--- src/rtl/seq_alu_if.sv ---
// Handshake and operand/result bundle between the register file side
// (master) and the sequential ALU (slave).
interface seq_alu_if #(
  parameter int WIDTH = 8
);
  logic             in_valid;
  logic             in_ready;
  logic [WIDTH-1:0] a;
  logic [WIDTH-1:0] b;
  logic             cin;
  logic             m;
  logic [2:0]       s;
  logic             out_valid;
  logic             out_ready;
  logic [WIDTH-1:0] f;
  logic [WIDTH-1:0] f_hi;
  logic             cout;
  logic             zero;
  logic             ovf;

  modport master (
    output in_valid, a, b, cin, m, s, out_ready,
    input  in_ready, out_valid, f, f_hi, cout, zero, ovf
  );

  modport slave (
    input  in_valid, a, b, cin, m, s, out_ready,
    output in_ready, out_valid, f, f_hi, cout, zero, ovf
  );
endinterface

--- src/rtl/seq_alu.sv ---
// Sequential ALU: logic/shift ops and ADD/SUB finish in one cycle, MUL is an
// iterative shift-add taking WIDTH cycles. One operation in flight; the
// result is held in registers until the consumer takes it.
module seq_alu #(
  parameter int WIDTH = 8
) (
  input  logic      clk,
  input  logic      rst,
  seq_alu_if.slave  bus
);
  localparam int SHW = $clog2(WIDTH);

  typedef enum logic [1:0] {IDLE, MUL, DONE} state_t;

  state_t             state;
  state_t             state_nxt;
  logic [SHW-1:0]     count;
  logic [2*WIDTH-1:0] mcand;
  logic [WIDTH-1:0]   mplier;
  logic [2*WIDTH-1:0] acc;
  logic [2*WIDTH-1:0] acc_step;

  logic [SHW-1:0]     sh;
  logic [WIDTH:0]     sum;
  logic [WIDTH:0]     diff;
  logic               is_mul;
  logic               last_step;

  logic [WIDTH-1:0]   res_f;
  logic               res_cout;
  logic               res_ovf;

  assign sh        = bus.b[SHW-1:0];
  assign sum       = {1'b0, bus.a} + {1'b0, bus.b} + {{WIDTH{1'b0}}, bus.cin};
  assign diff      = {1'b0, bus.a} - {1'b0, bus.b} - {{WIDTH{1'b0}}, bus.cin};
  assign is_mul    = bus.m && (bus.s == 3'b010);
  assign last_step = (count == SHW'(WIDTH - 1));

  assign bus.in_ready  = (state == IDLE);
  assign bus.out_valid = (state == DONE);

  // Single-cycle result for every op except MUL; reserved codes give zero.
  always_comb begin
    res_f    = '0;
    res_cout = 1'b0;
    res_ovf  = 1'b0;
    if (!bus.m) begin
      case (bus.s)
        3'b000: res_f = ~bus.a;
        3'b001: res_f = bus.a & bus.b;
        3'b010: res_f = bus.a | bus.b;
        3'b011: res_f = bus.a ^ bus.b;
        3'b100: res_f = bus.a << sh;
        3'b101: res_f = bus.a >> sh;
        3'b110: res_f = $signed(bus.a) >>> sh;
        default: res_f = (bus.a << sh) | (bus.a >> (WIDTH - int'(sh)));
      endcase
    end else begin
      case (bus.s)
        3'b000: begin
          res_f    = sum[WIDTH-1:0];
          res_cout = sum[WIDTH];
          res_ovf  = (bus.a[WIDTH-1] == bus.b[WIDTH-1]) &&
                     (sum[WIDTH-1] != bus.a[WIDTH-1]);
        end
        3'b001: begin
          res_f    = diff[WIDTH-1:0];
          res_cout = diff[WIDTH];
          res_ovf  = (bus.a[WIDTH-1] != bus.b[WIDTH-1]) &&
                     (diff[WIDTH-1] != bus.a[WIDTH-1]);
        end
        default: begin
          res_f    = '0;
          res_cout = 1'b0;
          res_ovf  = 1'b0;
        end
      endcase
    end
  end

  // Partial product for the current multiplier bit.
  always_comb begin
    acc_step = acc + (mplier[0] ? mcand : '0);
  end

  // State register.
  always_ff @(posedge clk or posedge rst) begin
    if (rst) state <= IDLE;
    else     state <= state_nxt;
  end

  // Next-state logic: accept only in IDLE, leave DONE when the result is taken.
  always_comb begin
    state_nxt = state;
    case (state)
      IDLE:    if (bus.in_valid) state_nxt = is_mul ? MUL : DONE;
      MUL:     if (last_step) state_nxt = DONE;
      DONE:    if (bus.out_ready) state_nxt = IDLE;
      default: state_nxt = IDLE;
    endcase
  end

  // Multiplier datapath and result registers; results only move on a
  // completion edge so they stay stable while the consumer stalls.
  always_ff @(posedge clk or posedge rst) begin
    if (rst) begin
      count    <= '0;
      mcand    <= '0;
      mplier   <= '0;
      acc      <= '0;
      bus.f    <= '0;
      bus.f_hi <= '0;
      bus.cout <= 1'b0;
      bus.zero <= 1'b0;
      bus.ovf  <= 1'b0;
    end else begin
      case (state)
        IDLE: begin
          if (bus.in_valid) begin
            if (is_mul) begin
              mcand  <= {{WIDTH{1'b0}}, bus.a};
              mplier <= bus.b;
              acc    <= '0;
              count  <= '0;
            end else begin
              bus.f    <= res_f;
              bus.f_hi <= '0;
              bus.cout <= res_cout;
              bus.zero <= (res_f == '0);
              bus.ovf  <= res_ovf;
            end
          end
        end
        MUL: begin
          acc    <= acc_step;
          mcand  <= mcand << 1;
          mplier <= mplier >> 1;
          count  <= count + 1'b1;
          if (last_step) begin
            bus.f    <= acc_step[WIDTH-1:0];
            bus.f_hi <= acc_step[2*WIDTH-1:WIDTH];
            bus.cout <= 1'b0;
            bus.zero <= (acc_step == '0);
            bus.ovf  <= |acc_step[2*WIDTH-1:WIDTH];
          end
        end
        default: begin
        end
      endcase
    end
  end
endmodule
--- src/flat_wrapper.sv ---
// flat-port wrapper written by rule: the top's interface ports become plain ports
module seq_alu_flat 
#(
  parameter int WIDTH = 8
)
  (clk, rst, bus_in_valid, bus_a, bus_b, bus_cin, bus_m, bus_s, bus_out_ready, bus_in_ready, bus_out_valid, bus_f, bus_f_hi, bus_cout, bus_zero, bus_ovf);
  seq_alu_if #(.WIDTH(WIDTH)) bus_i ();
  input  logic clk;
  input  logic rst;
  input wire logic [$bits(bus_i.in_valid)-1:0] bus_in_valid;
  input wire logic [$bits(bus_i.a)-1:0] bus_a;
  input wire logic [$bits(bus_i.b)-1:0] bus_b;
  input wire logic [$bits(bus_i.cin)-1:0] bus_cin;
  input wire logic [$bits(bus_i.m)-1:0] bus_m;
  input wire logic [$bits(bus_i.s)-1:0] bus_s;
  input wire logic [$bits(bus_i.out_ready)-1:0] bus_out_ready;
  output wire logic [$bits(bus_i.in_ready)-1:0] bus_in_ready;
  output wire logic [$bits(bus_i.out_valid)-1:0] bus_out_valid;
  output wire logic [$bits(bus_i.f)-1:0] bus_f;
  output wire logic [$bits(bus_i.f_hi)-1:0] bus_f_hi;
  output wire logic [$bits(bus_i.cout)-1:0] bus_cout;
  output wire logic [$bits(bus_i.zero)-1:0] bus_zero;
  output wire logic [$bits(bus_i.ovf)-1:0] bus_ovf;
  assign bus_i.in_valid = bus_in_valid;
  assign bus_i.a = bus_a;
  assign bus_i.b = bus_b;
  assign bus_i.cin = bus_cin;
  assign bus_i.m = bus_m;
  assign bus_i.s = bus_s;
  assign bus_i.out_ready = bus_out_ready;
  assign bus_in_ready = bus_i.in_ready;
  assign bus_out_valid = bus_i.out_valid;
  assign bus_f = bus_i.f;
  assign bus_f_hi = bus_i.f_hi;
  assign bus_cout = bus_i.cout;
  assign bus_zero = bus_i.zero;
  assign bus_ovf = bus_i.ovf;
  seq_alu #(.WIDTH(WIDTH)) u_core (.clk(clk), .rst(rst), .bus(bus_i));
endmodule
--- config.mk ---
export PLATFORM = sky130hd
export DESIGN_NAME = seq_alu_flat
export DESIGN_NICKNAME = d
export VERILOG_FILES = /design/src/rtl/seq_alu_if.sv /design/src/rtl/seq_alu.sv /design/src/flat_wrapper.sv
export SDC_FILE = /design/constraint.sdc
export NUM_CORES = 1
export LEC_CHECK = 0
export BUFFER_PORTS_ARGS = -buffer_cell sky130_fd_sc_hd__clkbuf_2
export CAP_MARGIN = 0
export CORE_UTILIZATION = 50
export DETAILED_ROUTE_END_ITERATION = 10
export PLACE_DENSITY_LB_ADDON = 0.08
export REMOVE_ABC_BUFFERS = 1
export SLEW_MARGIN = 20
export SYNTH_ARGS = -nofsm -noshare
export SYNTH_HDL_FRONTEND = slang
export SYNTH_SLANG_ARGS = --single-unit
--- constraint.sdc ---
create_clock -name clk -period 9.1 [get_ports clk]
set_clock_uncertainty 0.1 [all_clocks]
set_input_delay 0.91 -clock clk [delete_from_list [all_inputs] [get_ports clk]]
set_output_delay 0.91 -clock clk [all_outputs]
set_load 0.005 [all_outputs]
==> metrics.md, run 1 <==
| Metric | Value |
|---|---|
| Worst Reg2Reg Path Length in Cells | `10` |
| Count of unresolved DRC violations after routing | `0` |
| Number of search-and-repair iterations in the first detailed-routing pass | `5` |
| Post-route clock period utilization | `0.4763` |
| Initial core utilization | `0.5151` |
| Commonest cells after routing, fill and taps aside | `nand2_1 (75), dfrtp_1 (64), a21oi_1 (53), nor2_1 (53), ha_1 (49)` |
| Ports placed on the boundary | `46` |
| Vias in the first global route | `5068` |
| Logic depth of the worst setup path including buffers | `12` |
| Routed via count | `5391` |
| Total routing resource utilization after global routing | `0.2850` |
| Initial drt markers | `just under 400` |
| First-pass GRT wire length | `27570 µm` |
| Die footprint | `0.01225 mm²` |
| Floorplan row count | `39` |
| Gate count after technology mapping | `703` |
| Crit start category | `input port` |
| Number of buffers on the longest clock path | `2` |
| Number of synthesized register bits | `64` |
| CTS Hold Bufs | `0` |
| Mean cell area of the mapped netlist | `8.402 µm²` |
| Drt via density | `6.240` |
| Number of levels in the clock H-tree | `3` |
| Cell chosen for the clock root | `clkbuf_16` |
| Max Slew Vio Count | `0` |
| Placer's final routability congestion estimate | `about 0.94` |
| Buffers inserted during post-CTS setup optimization | `0` |
| Maximum capacitance violations | `0` |
| Worst Hold Path Cells | `2` |
| Reported leakage power | `about 0.0030 µW` |
| WP data arrival | `4.49 ns` |
| Status | `finished, final reports clean` |
| Residual antenna-violating net count after detailed routing | `0` |
| Max Fanout on Critical Path | `24` |
| Setup WS post-layout | `4.765 ns` |
| Final layout net count | `~800` |
| DP Wirelength | `12500 µm` |
| Standard cell with the maximum stage delay on the critical path | `or4b_1` |
| Cell type group with the largest total delay on the critical path | `compound AO/OA/AOI/OAI gates` |
| Total wire length after detailed routing | `16870 µm` |
| Final setup vio count | `0` |
| Area of all placed cells without fillers | `roughly 0.0064 mm²` |
| Number of distinct library cells after synthesis | `73` |
| Drt wl/cell | `19.53 µm` |
| Number of antenna violations at the first check in global routing | `0` |
| Relative area change from synthesis to final layout | `9.129%` |
| Aggregate negative setup slack | `0 ns` |
| TritonCTS clock tree | `done` |
| Hold violation total from the final report | `0` |
| Fraction of layout instances using a drive strength above 1 | `0.1304` |
| Placed cell count | `850` |
| Relative slew slack | `0.3770` |
| Required time at the endpoint of the critical path | `9.26 ns` |
| Overflow left after global routing | `0` |
| Clk sinks | `64` |
| Largest net degree at the start of global routing | `65` |
| Total of buffers placed on input and output ports | `between 40 and 50` |
| Inserted Diodes | `0` |
| Synthesis warning total | `0` |
| Type of the most critical hold path | `reg -> reg` |
| Width of the die | `110.7 µm` |
| Dpl cell area | `0.006185 mm²` |
| Setup slack after placement | `4.437 ns` |
| Post-synth EDFFs | `0` |
| Area of the placeable core | `0.01147 mm²` |
| Buffering stage count on the worst path with inverters included | `2` |
| Part of the Yosys area used for sequential elements | `0.2711` |
| CP peak stage delay | `roughly 0.55 ns` |
| Leading cell type in the layout, fill and taps excluded | `nand2_1` |
| Area of the mapped netlist | `0.005907 mm²` |
| Clock latency of the later-clocked register in the worst-skew pair | `0.34 ns` |
| Layout Utilization | `0.5621` |
| Async SR Flop Fraction | `1.000` |
| Unrepaired setup endpoints after global routing | `false` |
| Most used DFF post-synth | `dfrtp_1` |
| Highest achievable clock rate | `230.7 MHz` |
| WS Path Type | `in -> reg` |
| Endpoint class of the critical path | `flop` |
| List of cells traversed by the critical path | `clkbuf_2 -> inv_2 -> fa_1 -> ha_1 -> o21ai_0 -> a211oi_1 -> a31oi_1 -> xnor2_1 -> a221oi_1 -> a21oi_1 -> or4b_1 -> o211ai_1` |
| Cell Count, Final, Fillers Out | `roughly 860` |
| Actual transition at the worst max-transition pin | `~0.93 ns` |
| IR Drop Worst-Case VDD | `0.0002047 V` |
| Clock transition at the registers of the reported paths | `roughly 0.050 ns` |
| Number of gates resized after CTS | `0` |
| Final worst path period need | `around 4.3 ns` |
| Power density relative to cell area | `slightly above 200 mW/mm²` |
| Inserted Clock Buffers | `9` |
| Vertical die dimension | `110.7 µm` |
==> per-layer routing <==
| layer | track usage | wire (µm) | vias to the layer above |
|---|---|---|---|
| met5 | 0 | 0 | - |
| met4 | 0.1147 | 448 | 0 |
| met3 | 0.05467 | 1035 | 30 |
| met2 | 0.4518 | 7753 | 191 |
| met1 | 0.3823 | 7636 | 2579 |
| li1 | - | - | 2591 |
==> Yosys cell counts (4+ instances only) <==
master     count  area share
a211oi_1      13       0.017
a21o_1        11       0.014
a21oi_1       53       0.045
a22o_1        17       0.025
a2bb2oi_1      4      0.0059
a311oi_1       5      0.0074
a31oi_1        7      0.0074
and2_1        16       0.017
buf_2          5      0.0042
clkbuf_1      37       0.024
dfrtp_1       64        0.27
fa_1           5       0.017
ha_1          49        0.10
inv_1         37       0.024
mux2_2         5      0.0095
mux2i_1       14       0.024
mux4_2        11       0.042
nand2_1       75       0.048
nand2b_1      10       0.011
nand3_1       14       0.012
nor2_1        53       0.034
nor2b_1        7      0.0074
nor3_1         9      0.0076
nor4_1         5      0.0053
o211ai_1      13       0.017
o21a_1         5      0.0064
o21ai_0       48       0.041
o22ai_1        4      0.0042
o31ai_1        9       0.011
or3_1          4      0.0042
xnor2_1       17       0.025
xor2_1        10       0.015
==> worst register-to-register path: stages (launching register included) <==
cell and delay [ns]:
dfrtp_1 0.55, and2_1 0.23, ha_1 0.20, fa_1 0.43, a211oi_1 0.34, o21a_2 0.22, nor2_2 0.08, o311a_1 0.34
or4_1 0.51, or4b_1 0.59, a221o_1 0.32
==> power breakdown <==
part	switching [µW]	internal (µW)	leakage (µW)
sequential	77.5	380	0.000842
clock	123	187	0.000130
combinational	307	227	0.00200
total	508	794	0.00297
==> state kept, by name, summed over array words and instances, names as in the netlist <==
name / flops
u_core.acc: 16
u_core.bus.cout: 1
u_core.bus.f: 8
u_core.bus.f_hi: 8
u_core.bus.ovf: 1
u_core.bus.zero: 1
u_core.count: 3
u_core.mcand: 16
u_core.mplier: 8
u_core.state: 2
==> cell families after synthesis <==
kind of cell | synth area share
AND/OR/NAND/NOR | 0.1745
multiplexers | 0.07710
flip-flops | 0.2711
AO/OA/AOI/OAI | 0.2614
XOR/XNOR | 0.04003
buffers and inverters | 0.05507
adder cells (fa/ha/maj) | 0.1207
==> per-stage QoR <==
step,total power (µW),hold WS [ns]
after floorplan,816.6,0.3488
after global placement,976.3,0.3604
after detailed placement,990.6,0.3661
after CTS,1306,0.3771
after global routing,1395,0.3963
final,1301,0.3704
==> worst paths after layout <==
path                                     to              from  slack (ns)
max                         u_core.bus.zero          bus_b[0]        4.77
min                         u_core.bus.f[3]   u_core.bus.f[3]        0.37
max reg2reg                  u_core.bus.ovf  u_core.mplier[0]        5.07
min reg2reg                 u_core.bus.f[3]   u_core.bus.f[3]        0.37
max in group asynchronous   u_core.mcand[7]               rst        7.68
min in group asynchronous  u_core.mplier[6]               rst        0.66
==> area by class of cell <==
class / count / area (µm²)
repair buffers: 49 / 255.2
clock inverters: 4 / 22.52
flip-flops and latches: 64 / 1602
inverters: 39 / 146.4
clock buffers: 10 / 239.0
fillers: 1089 / 5021
well taps: 143 / 178.9
multi-input cells: 555 / 4003
(Power assumes the default switching activity.)
==> inputs of run 2 (changes only) <==
clock period = 4.41 ns   (was 9.1 ns; I/O delays follow)
==> run 2 against run 1 <==
Die area is the same. Critical path depth shrank 2. Utilization grew 0.88 points. Hold slack lost 0.25 ns. Critical path type is now reg -> reg. Sequential power grew 110%. Clock power grew 140%. Non-clock buffer count grew 6. Combinational power grew 110%. Total power grew 110%.
==> metrics.md, run 2 (synthesized netlist as in run 1, its figures left out) <==
| Metric | Value |
|---|---|
| First-pass GRT wire length | `approximately 28000 µm` |
| Number of search-and-repair iterations in the first detailed-routing pass | `7` |
| Relative slew slack | `0.3686` |
| Post-route clock period utilization | `0.8858` |
| Count of unresolved DRC violations after routing | `0` |
| Critical Path End | `u_core.bus.ovf` |
| TritonCTS clock tree | `done` |
| Number of buffers on the longest clock path | `2` |
| Registers with the most flip-flops | `u_core.acc: 16 flops, u_core.mcand: 16 flops` |
| Top Metal Used | `met4` |
| Number of antenna violations at the first check in global routing | `0` |
| Highest achievable clock rate | `256.0 MHz` |
| Routed via count | `between 5000 and 6000` |
| DP Wirelength | `between 10000 and 15000 µm` |
| Clk pwr share | `0.266` |
| CP Launch Point | `u_core.mplier[0]` |
| Capturing point of the worst reg2reg path | `u_core.bus.ovf` |
| Aggregate negative setup slack | `0 ns` |
| Cell type group with the largest total delay on the critical path | `simple AND/OR/NAND/NOR gates` |
| Reported leakage power | `0.003029 µW` |
| Initial drt markers | `328` |
| Buffers inserted during post-CTS setup optimization | `0` |
| Final worst path period need | `3.906 ns` |
| Number of gates resized after CTS | `0` |
| Pint | `1740 µW` |
| Total routing resource utilization after global routing | `0.2861` |
| Clock transition at the registers of the reported paths | `~0.060 ns` |
| Clock latency of the later-clocked register in the worst-skew pair | `0.34 ns` |
| List of cells traversed by the critical path | `and2_1 -> ha_1 -> fa_1 -> a211oi_1 -> o21a_2 -> nor2_2 -> o311a_1 -> or4_1 -> or4b_1 -> a221o_1` |
| Overflow left after global routing | `0` |
| Area of the placeable core | `0.01147 mm²` |
| Routed length on met3 | `877 µm` |
| Seq pwr share | `0.338` |
| Actual transition at the worst max-transition pin | `0.9471 ns` |
| Inserted Diodes | `0` |
| Unrepaired setup endpoints after global routing | `false` |
| Layout Utilization | `0.5710` |
| Hold violation total from the final report | `0` |
| Vias in the first global route | `5300` |
| Switching power total | `1053 µW` |
| Register-to-register path setup slack | `slightly above 0.5 ns` |
| Leading cell type in the layout, fill and taps excluded | `nand2_1` |
| CP peak stage delay | `roughly 0.56 ns` |
| Ports placed on the boundary | `46` |
| Standard cell with the maximum stage delay on the critical path | `or4b_1` |
| Buffering stage count on the worst path with inverters included | `0` |
| Filler Cell Count | `1025` |
| Largest net degree at the start of global routing | `53` |
| WP data arrival | `4.03 ns` |
| Drt wl/cell | `19.23 µm` |
| Net switching share of the total power | `0.3771` |
| Fraction of layout instances using a drive strength above 1 | `0.1399` |
| Power density relative to cell area | `426.6 mW/mm²` |
| Area of the multi-input gates | `0.004003 mm²` |
| CTS Hold Bufs | `0` |
| Required time at the endpoint of the critical path | `4.54 ns` |
| Max Fanout on Critical Path | `17` |
| Width of the die | `110.7 µm` |
| Total wire length after detailed routing | `16770 µm` |
| Final setup vio count | `0` |
| Vertical die dimension | `110.7 µm` |
| Inserted Clock Buffers | `9` |
| Endpoint class of the critical path | `flop` |
| Type of the most critical hold path | `in -> async` |
| Placer's final routability congestion estimate | `between 0.9 and 1` |
| Residual antenna-violating net count after detailed routing | `0` |
| Routed length on met1 | `7433 µm` |
| WS Path Type | `reg -> reg` |
| Floorplan row count | `39` |
| Number of levels in the clock H-tree | `3` |
| Reg2reg start | `u_core.mplier[0]` |
| Clk sinks | `64` |
| Die footprint | `0.01225 mm²` |
| Total of buffers placed on input and output ports | `45` |
| Power share of the combinational group | `0.396` |
| IR Drop Worst-Case VDD | `about 0.00042 V` |
| Drt via density | `6.225` |
| Commonest cells after routing, fill and taps aside | `nand2_1 (75), dfrtp_1 (64), a21oi_1 (53), nor2_1 (53), ha_1 (49)` |
| Cell chosen for the clock root | `clkbuf_16` |
| Metal2 WL | `8110 µm` |
| Crit start category | `flop` |
| Area taken by flip-flops and latches | `0.001602 mm²` |
| Initial core utilization | `0.5151` |
| Worst Reg2Reg Path Length in Cells | `10` |
| Final layout net count | `803` |
| Logic depth of the worst setup path including buffers | `10` |
| Relative area change from synthesis to final layout | `10.85%` |
| Maximum capacitance violations | `0` |
| Max Slew Vio Count | `0` |
| Status | `finished, final reports clean` |
[run 2: cell types whose count changed in the layout (fill, tap and decap cells not counted)]
cell,before,now
buf_4,4,10
clkbuf_8,1,3
clkinv_2,3,1
bufinv_16,0,1
clkinv_4,0,1
[run 2: metal layers]
layer  vias up  GRT usage
li1       2609          -
met1      2610     0.3874
met2       183     0.4700
met3        26    0.04319
met4         0    0.09156
met5         -          0
[run 2: power groups by stage]
stage,Sequential (µW),Combinational (µW),Clock (µW)
4_1_cts,946,1100,761
6_report,944,1110,742
5_1_grt,974,1240,784
2_1_floorplan,898,787,0
3_5_place_dp,952,1090,0
3_3_place_gp,944,1060,0
[run 2: final cells by class]
type / count / share of cell area
clock buffer: 12 / 0.04070
timing repair buffer: 55 / 0.04586
clock inverter: 4 / 0.007835
multi-input combinational: 555 / 0.6113
sequential: 64 / 0.2446
inverter: 39 / 0.02236
tap: 143 / 0.02733
[run 2: how the worst min path moves through the flow]
stage | to | slack [ns] | cells after the start
floorplan | u_core.mplier[7] | 0.35 | 2
CTS | u_core.count[1] | 0.13 | 2
detailed placement | u_core.bus.f_hi[1] | 0.37 | 2
global placement | u_core.bus.f_hi[3] | 0.36 | 2
finish | u_core.mplier[7] | 0.12 | 2
global route | u_core.count[1] | 0.20 | 2
[run 2: through the flow]
step | setup slack [ns] | cell area (µm²) | power, µW | instances | hold slack (ns)
2_1_floorplan | 0.003755 | 5728 | 1685 | 658 | 0.3488
3_3_place_gp | 0.5575 | 6230 | 2009 | 856 | 0.3612
3_5_place_dp | 0.5027 | 6230 | 2044 | 856 | 0.3687
4_1_cts | 0.4849 | 6548 | 2806 | 872 | 0.1318
5_1_grt | 0.2490 | 6548 | 2993 | 872 | 0.2005
6_report | 0.5037 | 6548 | 2793 | 872 | 0.1215
==> inputs of run 3 (changes only) <==
clock period = 3.25 ns   (was 4.41 ns; I/O delays follow)
==> run 3 against run 2 <==
The flow now finishes with violations (negative setup slack). Die area stayed put. Hold slack worse by 0.036 ns. Sequential share of layout area decreased by 2.4 points. Non-clock buffer count is 87 higher. Total power rose by 49%. Register-to-register slack lost 0.71 ns. Wire length is 8.3% higher. Worst setup slack got worse by 0.71 ns. Clock power is 27% higher. Combinational power grew 77%.
==> metrics.md, run 3 (synthesized netlist as in run 1, its figures left out) <==
| Metric | Value |
|---|---|
| Type of the most critical hold path | `in -> reg` |
| Area of the multi-input gates | `0.004073 mm²` |
| Placed cell count | `938` |
| Clock latency of the later-clocked register in the worst-skew pair | `approximately 0.34 ns` |
| Net switching share of the total power | `0.3690` |
| Initial core utilization | `0.5151` |
| Worst Reg2Reg Path Length in Cells | `10` |
| Power share of the combinational group | `0.474` |
| Largest net degree at the start of global routing | `60` |
| IR Drop Worst-Case VDD | `between 0.0006 and 0.0007 V` |
| Status | `complete, but fails checks` |
| Inserted Clock Buffers | `9` |
| Setup WS post-layout | `-0.2015 ns` |
| Number of levels in the clock H-tree | `3` |
| Worst Hold Path Cells | `2` |
| Total of buffers placed on input and output ports | `45` |
| WS Path Type | `reg -> reg` |
| Number of antenna violations at the first check in global routing | `0` |
| First-pass GRT wire length | `29300 µm` |
| Area of the placeable core | `between 0.01 and 0.015 mm²` |
| TritonCTS clock tree | `done` |
| Inserted Diodes | `0` |
| Initial drt markers | `373` |
| Post-route clock period utilization | `1.062` |
| Maximum capacitance violations | `0` |
| Unrepaired setup endpoints after global routing | `true` |
| Total routing resource utilization after global routing | `0.3009` |
| Pint | `2626 µW` |
| Residual antenna-violating net count after detailed routing | `0` |
| Drt via density | `~6` |
| Width of the die | `110.7 µm` |
| Clk pwr share | `0.226` |
| Relative slew slack | `0.3261` |
| DP Wirelength | `13820 µm` |
| Ports placed on the boundary | `between 40 and 50` |
| Max Fanout on Critical Path | `4` |
| Required time at the endpoint of the critical path | `3.37 ns` |
| Final setup vio count | `2` |
| Vertical die dimension | `110.7 µm` |
| Highest achievable clock rate | `289.7 MHz` |
| Filler Cell Count | `1025` |
| Power density relative to cell area | `574.2 mW/mm²` |
| Number of search-and-repair iterations in the first detailed-routing pass | `5` |
| Number of buffers on the longest clock path | `2` |
| Vias in the first global route | `5737` |
| Area taken by flip-flops and latches | `0.001602 mm²` |
| Floorplan row count | `39` |
| Reported leakage power | `0.003437 µW` |
| Hold Worst Slack | `0.08505 ns` |
| Clock transition at the registers of the reported paths | `about 0.06 ns` |
| Hold violation total from the final report | `0` |
| Final layout net count | `890` |
| Endpoint class of the critical path | `flop` |
| Seq pwr share | `0.300` |
| Count of unresolved DRC violations after routing | `0` |
| Overflow left after global routing | `0` |
| Fraction of layout instances using a drive strength above 1 | `0.2439` |
| Max Slew Vio Count | `0` |
| Placer's final routability congestion estimate | `0.9730` |
| Leading cell type in the layout, fill and taps excluded | `buf_4` |
| Switching power total | `1536 µW` |
| Cell chosen for the clock root | `clkbuf_16` |
| Failing checks | `negative setup slack` |
| Routed via count | `5758` |
| Relative area change from synthesis to final layout | `22.71%` |
| WP data arrival | `3.58 ns` |
| Registers with the most flip-flops | `u_core.acc: 16 flops, u_core.mcand: 16 flops` |
| Actual transition at the worst max-transition pin | `1.003 ns` |
| Cell Count, Final, Fillers Out | `959` |
| Drt wl/cell | `18.93 µm` |
| Die footprint | `0.01225 mm²` |
| Total wire length after detailed routing | `roughly 18000 µm` |
| Clk sinks | `64` |
| Crit start category | `flop` |
| Commonest cells after routing, fill and taps aside | `buf_4 (95), nand2_1 (75), dfrtp_1 (64)` |
| Final worst path period need | `3.451 ns` |
-- run 3: cell types whose count changed in the layout (fill, tap and decap cells not counted), sizes merged --
cell / previous run / this run
buf: 10 / 96
clkbuf: 57 / 55
clkinv: 3 / 4
clkinvlp: 1 / 2
dlygate4sd3: 0 / 1
-- run 3: layout make-up --
class                      instances  area share
multi-input combinational        555      0.5619
tap                              143     0.02469
timing repair buffer             142      0.1324
clock buffer                      10     0.03159
sequential                        64      0.2210
clock inverter                     6    0.008286
inverter                          39     0.02020
-- run 3: path summary, 6_finish.rpt --
| path | start | endpoint | slack, ns |
|---|---|---|---|
| hold / removal | bus_out_ready | u_core.state[1] | 0.09 |
| min in group asynchronous | rst | u_core.mplier[6] | 0.33 |
| hold reg to reg | u_core.bus.f_hi[2] | u_core.bus.f_hi[2] | 0.37 |
| setup / recovery | u_core.mplier[0] | u_core.bus.ovf | -0.20 |
| setup reg to reg | u_core.mplier[0] | u_core.bus.ovf | -0.20 |
| max in group asynchronous | rst | u_core.acc[1] | 1.80 |
-- run 3: critical path, cell delays in order, from the launching register on --
cell and delay (ns):
dfrtp_1 0.40, and2_4 0.15, ha_4 0.16, fa_2 0.35, a211oi_2 0.26, o21a_2 0.23, nor2_4 0.06, o311a_1 0.28
or4_1 0.53, or4b_4 0.53, a221o_1 0.30
-- run 3: stage by stage --
stage,util,total power [µW],TNS [ns],worst slack [ns],instance area (µm²)
2_1_floorplan,-,2287,-10.18,-1.156,5728
3_3_place_gp,0.5969,3055,-0.6945,-0.3535,6845
5_1_grt,0.6321,4425,-0.5031,-0.2723,7248
6_report,0.6321,4162,-0.3573,-0.2015,7248
4_1_cts,0.6255,4098,-0.4117,-0.2211,7173
3_5_place_dp,0.5969,3100,-0.8241,-0.3680,6845
-- run 3: what timing repair did --
| action | 4_1_cts | 5_1_grt |
|---|---|---|
| buffers inserted | 2 | 2 |
| hold buffers | 1 | 0 |
| hold endpoints to repair | 11 | 0 |
| cloned | 0 | 0 |
| endpoints found under the setup margin | 2 | 2 |
| resized for setup | 4 | 12 |
| pin swaps | 5 | 9 |
-- run 3: power groups by stage --
stage                     clock, µW  combinational (µW)  sequential [µW]
after floorplan                   0                1070             1220
after global placement            0                1810             1240
after detailed placement          0                1850             1250
after CTS                       949                1910             1240
after global routing            984                2160             1280
final                           939                1970             1250
-- run 3: layer usage --
| layer | routed length (µm) | GRT usage | part of all wire |
|---|---|---|---|
| met1 | 7915 | 0.3831 | 0.44 |
| met2 | 8702 | 0.4994 | 0.48 |
| met3 | 912 | 0.04866 | 0.050 |
| met4 | 619 | 0.1413 | 0.034 |
| met5 | 0 | 0 | 0 |
